<file path="config.mk">
export PLATFORM = sky130hd
export DESIGN_NAME = pipelined_shifter
export DESIGN_NICKNAME = d
export VERILOG_FILES = /design/src/rtl/pipelined_shifter.sv
export SDC_FILE = /design/constraint.sdc
export NUM_CORES = 1
export LEC_CHECK = 0
export CORE_MARGIN = 10
export CORE_UTILIZATION = 24
export CTS_CLUSTER_SIZE = 25
export DETAILED_ROUTE_END_ITERATION = 7
export GPL_TIMING_DRIVEN = 0
export PLACE_DENSITY = 0.51
export RECOVER_POWER = 100
export SYNTH_ARGS = -nofsm -noshare
export SYNTH_HDL_FRONTEND = slang
export SYNTH_SLANG_ARGS = --single-unit
</file>
<file path="constraint.sdc">
create_clock -name clk -period 1.9 [get_ports clk]
set_input_delay 0.285 -clock clk [delete_from_list [all_inputs] [get_ports clk]]
set_output_delay 0.285 -clock clk [all_outputs]
set_load 0.02 [all_outputs]
</file>
<file path="src/rtl/pipelined_shifter.sv">
// Fully pipelined barrel shifter/rotator: stage k shifts or rotates by 2^k when
// shamt bit k is set, with valid/ready flow control and bubble collapsing.
module pipelined_shifter #(
   parameter  int WIDTH = 32,
   parameter  int TAG_W = 4,
   localparam int SHW   = $clog2(WIDTH)
) (
   input  logic             clk,
   input  logic             rst,
   input  logic             in_valid,
   output logic             in_ready,
   input  logic [WIDTH-1:0] in_data,
   input  logic [SHW-1:0]   in_shamt,
   input  logic [2:0]       in_op,
   input  logic [TAG_W-1:0] in_tag,
   output logic             out_valid,
   input  logic             out_ready,
   output logic [WIDTH-1:0] out_data,
   output logic             out_carry,
   output logic             out_zero,
   output logic [TAG_W-1:0] out_tag
);

   typedef enum logic [2:0] {
      OP_SLL = 3'b000,
      OP_SRL = 3'b001,
      OP_SRA = 3'b010,
      OP_ROL = 3'b011,
      OP_ROR = 3'b100
   } op_e;

   logic [SHW-1:0] vld;
   logic [SHW-1:0] en;

   // en[k]: stage k loads this cycle, either because it is empty or its content moves on.
   always_comb begin : flow
      logic downstream_ok;
      // NOTE: blocking assignments in always_comb; the chain is evaluated in order, output to input.
      en            = '0;
      downstream_ok = out_ready;
      for (int k = SHW - 1; k >= 0; k--) begin
         en[k]         = !vld[k] || downstream_ok;
         downstream_ok = en[k];
      end
   end

   for (genvar k = 0; k < SHW; k++) begin : g_stage
      localparam int AMT = 1 << k;

      logic             src_vld;
      logic [WIDTH-1:0] src_data;
      logic [SHW-1:k]   src_sh;
      logic [2:0]       src_op;
      logic [TAG_W-1:0] src_tag;
      logic             src_carry;
      logic [WIDTH-1:0] nxt_data;
      logic             nxt_carry;
      logic             v_q;
      logic [WIDTH-1:0] data_q;
      logic [TAG_W-1:0] tag_q;
      logic             carry_q;

      if (k == 0) begin : g_src
         assign src_vld   = in_valid;
         assign src_data  = in_data;
         assign src_sh    = in_shamt;
         assign src_op    = in_op;
         assign src_tag   = in_tag;
         assign src_carry = 1'b0;
      end else begin : g_src
         assign src_vld   = g_stage[k-1].v_q;
         assign src_data  = g_stage[k-1].data_q;
         assign src_sh    = g_stage[k-1].g_ctl.sh_q;
         assign src_op    = g_stage[k-1].g_ctl.op_q;
         assign src_tag   = g_stage[k-1].tag_q;
         assign src_carry = g_stage[k-1].carry_q;
      end

      // Carry is the last bit moved out by the most recent active stage; inactive stages pass it on.
      always_comb begin
         nxt_data  = src_data;
         nxt_carry = src_carry;
         if (src_sh[k]) begin
            case (src_op)
               OP_SLL: begin
                  nxt_data  = src_data << AMT;
                  nxt_carry = src_data[WIDTH-AMT];
               end
               OP_SRL: begin
                  nxt_data  = src_data >> AMT;
                  nxt_carry = src_data[AMT-1];
               end
               OP_SRA: begin
                  nxt_data  = $signed(src_data) >>> AMT;
                  nxt_carry = src_data[AMT-1];
               end
               OP_ROL: begin
                  nxt_data  = (src_data << AMT) | (src_data >> (WIDTH - AMT));
                  nxt_carry = src_data[WIDTH-AMT];
               end
               OP_ROR: begin
                  nxt_data  = (src_data >> AMT) | (src_data << (WIDTH - AMT));
                  nxt_carry = src_data[AMT-1];
               end
               default: ;
            endcase
         end
      end

      always_ff @(posedge clk) begin
         // NOTE: non-blocking assignments for every registered field.
         if (rst) begin
            v_q     <= 1'b0;
            data_q  <= '0;
            tag_q   <= '0;
            carry_q <= 1'b0;
         end else if (en[k]) begin
            v_q <= src_vld;
            if (src_vld) begin
               data_q  <= nxt_data;
               tag_q   <= src_tag;
               carry_q <= nxt_carry;
            end
         end
      end

      assign vld[k] = v_q;

      if (k < SHW - 1) begin : g_ctl
         logic [SHW-1:k+1] sh_q;
         logic [2:0]       op_q;

         always_ff @(posedge clk) begin
            if (rst) begin
               sh_q <= '0;
               op_q <= '0;
            end else if (en[k] && src_vld) begin
               sh_q <= src_sh[SHW-1:k+1];
               op_q <= src_op;
            end
         end
      end else begin : g_zero
         logic zero_q;

         always_ff @(posedge clk) begin
            if (rst) begin
               zero_q <= 1'b0;
            end else if (en[k] && src_vld) begin
               zero_q <= (nxt_data == '0);
            end
         end
      end
   end

   assign in_ready  = en[0];
   assign out_valid = vld[SHW-1];
   assign out_data  = g_stage[SHW-1].data_q;
   assign out_carry = g_stage[SHW-1].carry_q;
   assign out_tag   = g_stage[SHW-1].tag_q;
   assign out_zero  = g_stage[SHW-1].g_zero.zero_q;

endmodule

</file>
Word level (Yosys, flattened, before mapping)
Cells that the tools add are included.
W data, S select, Z words.
{"block": "totals", "ff_bits": 213, "input_bits": 48, "output_inout_bits": 40}
{"block": "classes", "eq_ne": 20, "mux": 20, "n_bitwise": 9, "reduce_logical": 37}
{"op": "$pmux W32 S5", "count": 4}
{"op": "$mux W32", "count": 5}
{"op": "$pmux W32 S4", "count": 1}
{"op": "$logic_not A32 Y1", "count": 1}
{"op": "$or A16 B32 Y32", "count": 1}
{"op": "$or A24 B32 Y32", "count": 1}
{"op": "$or A28 B32 Y32", "count": 1}
{"op": "$or A30 B32 Y32", "count": 1}
{"op": "$or A31 B32 Y32", "count": 1}
{"op": "$or A32 B1 Y32", "count": 1}
{"op": "$or A32 B2 Y32", "count": 1}
{"op": "$or A32 B4 Y32", "count": 1}
{"op": "$or A32 B8 Y32", "count": 1}
{"op": "$eq A3 B2 Y1 const B", "count": 10}
{"op": "$eq A3 B1 Y1 const B", "count": 5}
{"op": "$eq A3 B3 Y1 const B", "count": 5}
{"op": "$logic_not A3 Y1", "count": 5}
{"op": "$reduce_or A3 Y1", "count": 5}
{"op": "$reduce_or A2 Y1", "count": 6}
{"op": "$pmux W1 S2", "count": 5}
{"op": "$reduce_and A2 Y1", "count": 5}
{"op": "$logic_and A1 B1 Y1", "count": 5}
{"op": "$logic_not A1 Y1", "count": 5}
{"op": "$logic_or A1 B1 Y1", "count": 5}
{"op": "$mux W1", "count": 5}

Logic depth before layout (Yosys ltp)
Gate-level depths: netlist (run 1).
{"block": "logic_depth", "ltp_word": 7, "ltp_mapped": 8}

Least setup slack after synthesis (run 1)
No wires, ideal clock.
{"block": "synth_timing", "path_type": "register to register", "start": "register g_stage[4].v_q (netlist: out_valid)", "end": "register g_stage[0].data_q[10]", "setup_ns": 0.064, "arrival_ns": 1.825, "path_slack_ns": 0.011, "path_stages_with_launch": 8, "n_path_buf": 2, "path_cell_list": "dfxtp_1 -> and4b_1 -> clkbuf_1 -> nand3_1 -> nand2_1 -> clkbuf_1 -> a221oi_1 -> nor2_1"}
{"block": "synth_between", "elab_chain_len": 7}
{"item": "start: declaration", "line": "58", "source": "logic v_q;"}
{"item": "start signal: assignment", "line": "118", "source": "v_q <= src_vld;"}
{"item": "$logic_not A1 Y1", "line": "42", "source": "en[k] = !vld[k] || downstream_ok;"}
{"item": "$logic_or A1 B1 Y1 (5 in a row)", "line": "42"}
{"item": "net in_ready", "line": "11", "source": "output logic in_ready,"}
{"item": "$reduce_and A2 Y1 (no line)"}
{"item": "end signal: assignment", "line": "120", "source": "data_q <= nxt_data;"}
{"item": "end: declaration", "line": "59", "source": "logic [WIDTH-1:0] data_q;"}
The timed path passes the listed nets, and every way through them passes these cells.
A chain may end at the register's enable or synchronous reset.

Worst setup path after layout (run 1)
{"block": "layout_timing", "start": "register g_stage[3].data_q[24]", "end": "register g_stage[4].g_zero.zero_q (netlist: out_zero)"}
{"block": "layout_between", "elab_chain_len": 4}
{"item": "start: declaration", "line": "59"}
{"item": "start signal: assignment", "line": "120"}
{"item": "$or A16 B32 Y32", "line": "98, 102"}
{"item": "$pmux W32 S4", "line": "84", "source": "case (src_op)"}
{"item": "$mux W32 *", "line": "83", "source": "if (src_sh[k]) begin"}
{"item": "$logic_not A32 Y1 *", "line": "149", "source": "zero_q <= (nxt_data == '0);"}
{"item": "end signal: assignment", "line": "149"}
{"item": "end: declaration", "line": "143", "source": "logic zero_q;"}
Every way passes the cells marked *; elsewhere a longest branch is shown, timed or not.

==> results of run 1 <==
-- Yosys cell counts, types with 8 or more instances --
cell type	n
dfxtp_1	213
o21ai_0	60
a22o_1	86
o211ai_1	30
nor2_1	119
mux2i_1	8
nor3_1	59
a211o_1	13
a21oi_1	106
mux2_2	12
nand3_1	36
a221oi_1	86
nor2b_1	20
nand2_1	189
o221ai_1	15
buf_2	24
a311oi_1	16
a22oi_1	22
a221o_1	18
clkbuf_1	111
-- worst reg2reg max path: cells and delay by family (launching register included) --
family | cells | cell delay, ns
AOI/OAI and AO/OA | 2 | 0.33
and+or+nand+nor | 3 | 1.17
DFF | 1 | 0.36
-- metal layers --
| layer | GRT usage | part of all wire | vias up |
|---|---|---|---|
| li1 | - | - | 5276 |
| met4 | 0.0457 | 0.033 | 0 |
| met3 | 0.0227 | 0.053 | 79 |
| met2 | 0.229 | 0.45 | 376 |
| met5 | 0 | 0 | - |
| met1 | 0.180 | 0.46 | 5196 |
-- cells by family after synthesis --
| kind of cell | share of synthesized area |
|---|---|
| multiplexers | 0.0200 |
| buffers and inverters | 0.0565 |
| AND/OR/NAND/NOR | 0.185 |
| adder cells (fa/ha/maj) | 0.00279 |
| XOR/XNOR | 0.00406 |
| AO/OA/AOI/OAI | 0.336 |
| flip-flops | 0.395 |
-- area by class of cell --
type                    count  area (um2)  area share
inverters                   5        18.8     0.00135
clock buffers              33         727      0.0523
well taps                 592         741      0.0533
multi-input cells         973        6250       0.450
flip-flops and latches    213        4290       0.308
plain buffers             133         691      0.0497
diodes                      1        2.50    0.000180
repair buffers             98         946      0.0681
clock inverters            15         231      0.0167
-- what timing repair did --
item | in CTS | in global routing
hold buffers | 0 | 0
buffers inserted | 6 | 8
resized for setup | 111 | 94
gates cloned | 0 | 1
endpoints found under the setup margin | 179 | 157
pin swaps | 6 | 14
-- flip-flops by register name, indices dropped and copies added (netlist names) --
| register | count |
|---|---|
| g_stage.data_q | 128 |
| out_tag | 4 |
| g_stage.g_ctl.op_q | 12 |
| g_stage.carry_q | 4 |
| out_carry | 1 |
| g_stage.tag_q | 16 |
| out_zero | 1 |
| g_stage.v_q | 4 |
| g_stage.g_ctl.sh_q | 10 |
| out_data | 32 |
| out_valid | 1 |
-- report_power, final --
part / leakage (uW) / switching, uW / internal [uW]
Sequential: 0.00174 / 246 / 4630
Clock: 0.000465 / 2030 / 3400
Combinational: 0.00265 / 715 / 554
-- through the flow --
| step | area [um2] | cells |
|---|---|---|
| after floorplan | 10800 | 1334 |
| after global placement | 12400 | 2009 |
| after detailed placement | 12400 | 2009 |
| after CTS | 13700 | 2058 |
| after global routing | 13900 | 2062 |
| final | 13900 | 2063 |
-- final timing paths --
path                                                               to                          startpoint
worst min-delay path            g_stage[0].g_ctl.op_q[0]$_SDFFE_PP0P_                            in_op[0]
worst max register to register                  out_zero$_SDFFE_PP0P_  g_stage[3].data_q[24]$_SDFFE_PP0P_
worst min register to register              out_data[16]$_SDFFE_PP0P_           out_data[16]$_SDFFE_PP0P_
worst max-delay path                            out_zero$_SDFFE_PP0P_  g_stage[3].data_q[24]$_SDFFE_PP0P_
-- layout by cell type, fill, tap and decap left out, drive strengths merged, types with 5 or more instances in the layout --
cell | Yosys | routed
inv | 4 | 5
o221a | 5 | 5
dfxtp | 213 | 213
buf | 30 | 39
nor2 | 119 | 119
clkbuf | 113 | 143
clkinv | 1 | 8
nand3 | 36 | 36
nand2 | 189 | 189
or2 | 5 | 5
a22oi | 22 | 22
a22o | 86 | 86
a221o | 18 | 18
o211ai | 30 | 30
o221ai | 15 | 15
o22ai | 5 | 5
dlygate4sd3 | 0 | 25
a221oi | 86 | 86
a21oi | 106 | 106
bufinv | 0 | 5
clkdlybuf4s50 | 0 | 57
nor2b | 20 | 20
o31ai | 5 | 5
mux2i | 8 | 8
o21ai | 61 | 61
nor3 | 59 | 59
mux2 | 12 | 12
a311oi | 16 | 16
and2 | 6 | 6
a211o | 13 | 13
==> key figures, run 1 <==
Synthesis
  • Syn nets: 1382
  • Number of flops mapped to enable cells by yosys: 0
  • Ys Warns: 0
  • Area contributors post-synth: dfxtp_1 (40%), a221oi_1 (7.0%), a22o_1 (7.0%)
  • Main flop type after synthesis: dfxtp_1
  • Register area share after synthesis: 0.395
  • Mapped cell area: 10800 um2
  • Cell taking the most area after synthesis: dfxtp_1
  • Post-synth ARST share: 0
  • Yosys cell types: 59
  • Yosys reg bits: about 210
  • Synth top area share: 0.395
  • Mapped Cells: between 1000 and 1500
  • Avg Cell Area, Syn: 8.08 um2

Setup path
  • Startpoint Class: register
  • Maximum fanout along the worst path: 5
  • Reg2Reg Setup Slack: -0.03 ns
  • R2R depth: 5
  • CP top delay family: simple AND/OR/NAND/NOR gates
  • Worst EP required: approximately 2.4 ns
  • Levels on crit path: 5
  • Critical path buffers and inverters: 0
  • WS Path Type: reg -> reg
  • Crit. End Element: register
  • Worst path max stage delay: between 0.5 and 0.6 ns
  • Slowest-stage cell, CP: or4_4
  • Worst path arrival time: about 2.4 ns
  • CP Cell Sequence: or4_4 > nor4_4 > a21oi_2 > or4_1 > o31ai_2

CTS
  • Worst-Skew Late Latency: about 0.54 ns
  • CTS tree: done
  • Clk sinks: around 210
  • Clk root buf: clkbuf_16
  • Total CTS buffers: 26
  • Maximum root-to-sink buffer count: 3
  • Clock transition at path regs: about 0.060 ns
  • H-Tree Depth: 1

Finish
  • Post-layout util: 0.314
  • FILL cells: about 4800
  • Nets@finish: around 1500
  • Layout cells sized above 1: 0.161
  • Area grow syn2layout: 28.9%

Hold path
  • WHS Path Cells: 3
  • Min-Delay Path Class: in -> reg

Timing
  • Hold slack: slightly below 0.1 ns
  • RSZ-0062 raised after global routing: true
  • Tmin final: about 1.9 ns
  • FMAX: just over 0.5 GHz
  • Slew Limit Headroom: 0.528
  • Final hold vios: 0
  • Final period utilization: 1.02
  • Setup TNS Final: -0.0312 ns
  • Slew at the pin with the worst max-slew slack: just over 0.7 ns
  • Final Skew: around 0.019 ns
  • Max-slew violation count: 0
  • Final Setup Violations: 1
  • Worst Setup Slack, final: -0.0312 ns

Power and ir drop
  • Power Total: between 10000 and 15000 uW
  • Pleak: between 0.004 and 0.005 uW
  • Peak supply drop: 0.613 mV
  • PD cells: roughly 830 nW/um2

Placed design
  • Input/output buffers: 83
  • Final GP Congestion: between 0.9 and 1
  • Dpl ws: -0.873 ns
  • DPL Wire Length: 29.6 mm

Route
  • DR WL/cell: between 15 and 20 um
  • Final ANT Viol Nets: 0
  • DR vias: roughly 11000
  • Vias per cell: approximately 5.3
  • 1st-pass router iterations: 6
  • Starting DRC count in detailed routing: approximately 940
  • Total Wirelength: about 39 mm
  • Drc violations: 0

Die
  • Core area: 44300 um2
  • Die Height: 232 um
  • Initial core utilization: 0.243
  • Top Ports: 88
  • Chip width: 232 um
  • Full die area: 53800 um2
  • # rows: slightly below 80

GRT
  • First-pass GRT wire length: about 60 mm
  • Initial antenna violation count: 0
  • Global-route usage over all layers: 0.139
  • Vias in the first global route: approximately 11000
  • Total gr overflow: 0
  • Pin count of the biggest net entering global routing: 14

Status
  • Failing checks: setup timing
  • Status: finished, violations left

Flow run
  • Maxcap violations: 0
Power figures use the tool's default switching activity.
==> inputs of run 2 (changes only) <==
--- a/config.mk
+++ b/config.mk
@@ -5,13 +5,14 @@
 export SDC_FILE = /design/constraint.sdc
 export NUM_CORES = 1
 export LEC_CHECK = 0
+export CORE_ASPECT_RATIO = 1.25
 export CORE_MARGIN = 10
 export CORE_UTILIZATION = 24
 export CTS_CLUSTER_SIZE = 25
 export DETAILED_ROUTE_END_ITERATION = 7
-export GPL_TIMING_DRIVEN = 0
 export PLACE_DENSITY = 0.51
 export RECOVER_POWER = 100
+export REMOVE_ABC_BUFFERS = 1
 export SYNTH_ARGS = -nofsm -noshare
 export SYNTH_HDL_FRONTEND = slang
 export SYNTH_SLANG_ARGS = --single-unit
==> run 2 against run 1 <==
Clock-buffer cell count increased by 4. Largest cell class unchanged. Global-route usage shrank 1.9 points. Clock skew shrank 0.0098 ns. The flow still finishes with violations (setup timing). Non-clock buffer count shrank 27. Highest routed layer unchanged. Largest power group is now registers. Critical path depth stayed put.
==> key figures, run 2 (synthesis results as in run 1) <==
Timing
  • Max-slew violation count: 0 (unchanged)
  • Tmin final: 1.91 ns (-0.0260 ns)
  • Slew at the pin with the worst max-slew slack: 0.711 ns (+0.00281 ns)
  • Setup TNS Final: -0.00523 ns (+0.0260 ns)
  • Final hold vios: 0 (unchanged)
  • Final Setup Violations: 1 (unchanged)
  • Worst Setup Slack, final: -0.00523 ns (+0.0260 ns)
  • FMAX: 0.525 GHz (+1.4%)
  • Slew Limit Headroom: 0.526 (-0.00187)
  • RSZ-0062 raised after global routing: true
  • Final period utilization: 1.00 (-0.0137)
  • Final Skew: 0.00923 ns (-0.00982 ns)

GRT
  • Pin count of the biggest net entering global routing: 153 (+139)
  • Initial antenna violation count: 0 (unchanged)
  • Vias in the first global route: 10100 (-4.3%)
  • Met1 GRT Util: 0.147 (-0.0326)
  • Met3 usage: 0.0188 (-0.00394)
  • Global-route track usage on met2: 0.210 (-0.0187)
  • Total gr overflow: 0 (unchanged)
  • Global-route usage over all layers: 0.120 (-0.0187)
  • First-pass GRT wire length: 55.4 mm (-8.4%)
  • GR peak layer: met2

Die
  • Full die area: 53900 um2 (about the same)
  • Die Height: 257 um (+11%)
  • Initial core utilization: 0.244 (+0.000509)
  • Chip width: 210 um (-9.6%)
  • Core area: 44200 um2 (-0.21%)
  • Top Ports: 88 (unchanged)
  • # rows: 86 (+12%)

CTS
  • Clk root buf: clkbuf_16
  • Hold_buf cts: 0 (unchanged)
  • CTS tree: done
  • Total CTS buffers: 26 (unchanged)
  • Clk sinks: 213 (unchanged)
  • Worst-Skew Late Latency: 0.52 ns (-0.02 ns)
  • H-Tree Depth: 1 (unchanged)
  • Clock transition at path regs: 0.05 ns (about the same)
  • Maximum root-to-sink buffer count: 3 (unchanged)

Route
  • 1st-pass router iterations: 5 (-1)
  • DR WL/cell: 16.8 um (-11%)
  • Starting DRC count in detailed routing: 539 (-43%)
  • DR vias: 10500 (-3.9%)
  • Total Wirelength: 33.8 mm (-14%)
  • Final ANT Viol Nets: 0 (unchanged)
  • Vias per cell: 5.22 (-1.4%)
  • Drc violations: 0 (unchanged)

Placed design
  • Placed Cells: 1967 (-2.1%)
  • DPL Wire Length: 24.9 mm (-16%)
  • Input/output buffers: 87 (+4.8%)
  • Final GP Congestion: 0.898 (-4.0%)

Finish
  • Largest register FFs: 128 (unchanged)
  • Biggest register: g_stage.data_q
  • FILL cells: 4683 (-1.9%)
  • Layout cells sized above 1: 0.141 (-0.0202)
  • Nets@finish: 1471 (-1.8%)
  • Area grow syn2layout: 27.4%
  • Most frequent cells in the layout: dfxtp_1 (209), nand2_1 (188), nor2_1 (118)
  • Non-filler cells, final: 2011 (-2.5%)
  • Post-layout util: 0.311 (-0.00294)
  • Commonest non-fill, non-tap cell in the layout: dfxtp_1
  • ANT cells: 0 (-1)

Hold path
  • Hold worst-path end: out_zero$_SDFFE_PP0P_
  • Worst hold start: rst
  • Min-Delay Path Class: in -> reg
  • WHS Path Cells: 4 (+1)

Flow run
  • Maxcap violations: 0 (unchanged)

Power and ir drop
  • Gate power share: 0.113 (+0.003)
  • PD cells: 787 nW/um2 (-5.6%)
  • Clock power share: 0.439 (-0.030)
  • Sequential power share: 0.448 (+0.027)
  • NetSw: 2730 uW (-8.7%)
  • Power Total: 10800 uW (-6.6%)
  • Pleak: 0.00483 uW (-0.55%)
  • Peak supply drop: 0.629 mV (+2.6%)
  • Cell internal pwr: 8080 uW (-5.9%)
  • Switching Share: 0.253 (-0.00580)

Setup path
  • Maximum fanout along the worst path: 2 (-3)
  • R2r startpoint: g_stage[3].data_q[22]$_SDFFE_PP0P_
  • Worst EP required: 2.34 ns (about the same)
  • Crit. End Element: register
  • Worst path arrival time: 2.34 ns (-0.04 ns)
  • Reg2Reg Setup Slack: -0.005 ns (+0.03 ns)
  • R2r endpoint: out_zero$_SDFFE_PP0P_
  • Startpoint Class: register
  • WS Path Type: reg -> reg
  • R2R depth: 5 (unchanged)

Status
  • Status: finished, violations left
  • Failing checks: setup timing
[run 2: changes by cell type in the layout (fill, tap and decap cells not counted), sizes merged]
cell	before	now
bufinv	5	1
dlygate4sd3	25	20
clkdlybuf4s50	57	65
clkbuf	143	53
buf	39	103
inv	5	4
diode	1	0
clkinv	8	5
[run 2: critical path: stages (launching register included)]
cell     delay [ns]
dfxtp_1        0.30
or4_4          0.54
nor4_4         0.24
a21oi_1        0.12
or4_4          0.43
o31ai_2        0.18
[run 2: metrics by stage]
| step | cell area (um2) | hold WS (ns) | setup slack (ns) |
|---|---|---|---|
| after CTS | 13800 | 0.228 | -0.0112 |
| after detailed placement | 13000 | 0.446 | -0.258 |
| final | 13700 | 0.247 | -0.00523 |
| after global routing | 13700 | 0.254 | -0.0582 |
| after global placement | 13000 | 0.444 | -0.251 |
| after floorplan | 10200 | 0.354 | -0.957 |
[run 2: metal layers]
layer  part of all wire  wire (um)
met5                  0          0
met4              0.026        894
met2               0.49      16700
met3              0.042       1440
met1               0.44      14800
[run 2: cell type report]
| class | count | area [um2] | share of cell area |
|---|---|---|---|
| multi-input cells | 973 | 5990 | 0.436 |
| flip-flops and latches | 213 | 4270 | 0.311 |
| repair buffers | 204 | 1920 | 0.140 |
| clock buffers | 37 | 753 | 0.0548 |
| well taps | 572 | 716 | 0.0521 |
| clock inverters | 7 | 65.1 | 0.00474 |
| inverters | 5 | 18.8 | 0.00137 |
[run 2: power by group through the flow]
stage	sequential, uW	clock, uW	combinational, uW
CTS	4840	4900	1250
finish	4840	4740	1230
global route	4870	5070	1360
detailed placement	4940	0	1250
global placement	4930	0	1230
floorplan	4880	0	658
[run 2: how the worst max path moves through the flow]
| stage | slack [ns] | from | cells after the start | to |
|---|---|---|---|---|
| floorplan | -0.96 | out_valid$_SDFFE_PP0P_ | 4 | out_data[19]$_SDFFE_PP0P_ |
| global placement | -0.25 | out_ready | 7 | g_stage[2].data_q[27]$_SDFFE_PP0P_ |
| detailed placement | -0.26 | out_ready | 7 | g_stage[2].data_q[27]$_SDFFE_PP0P_ |
| CTS | -0.01 | g_stage[3].data_q[22]$_SDFFE_PP0P_ | 5 | out_zero$_SDFFE_PP0P_ |
| global route | -0.06 | g_stage[0].g_ctl.op_q[0]$_SDFFE_PP0P_ | 6 | g_stage[1].carry_q$_SDFFE_PP0P_ |
| finish | -0.005 | g_stage[3].data_q[22]$_SDFFE_PP0P_ | 5 | out_zero$_SDFFE_PP0P_ |
[run 2: repair_timing]
item	4_1_cts	5_1_grt
resized for setup	15	13
pin swaps	3	0
buffers inserted	0	0
endpoints found under the setup margin	3	22
hold endpoints to repair	0	0
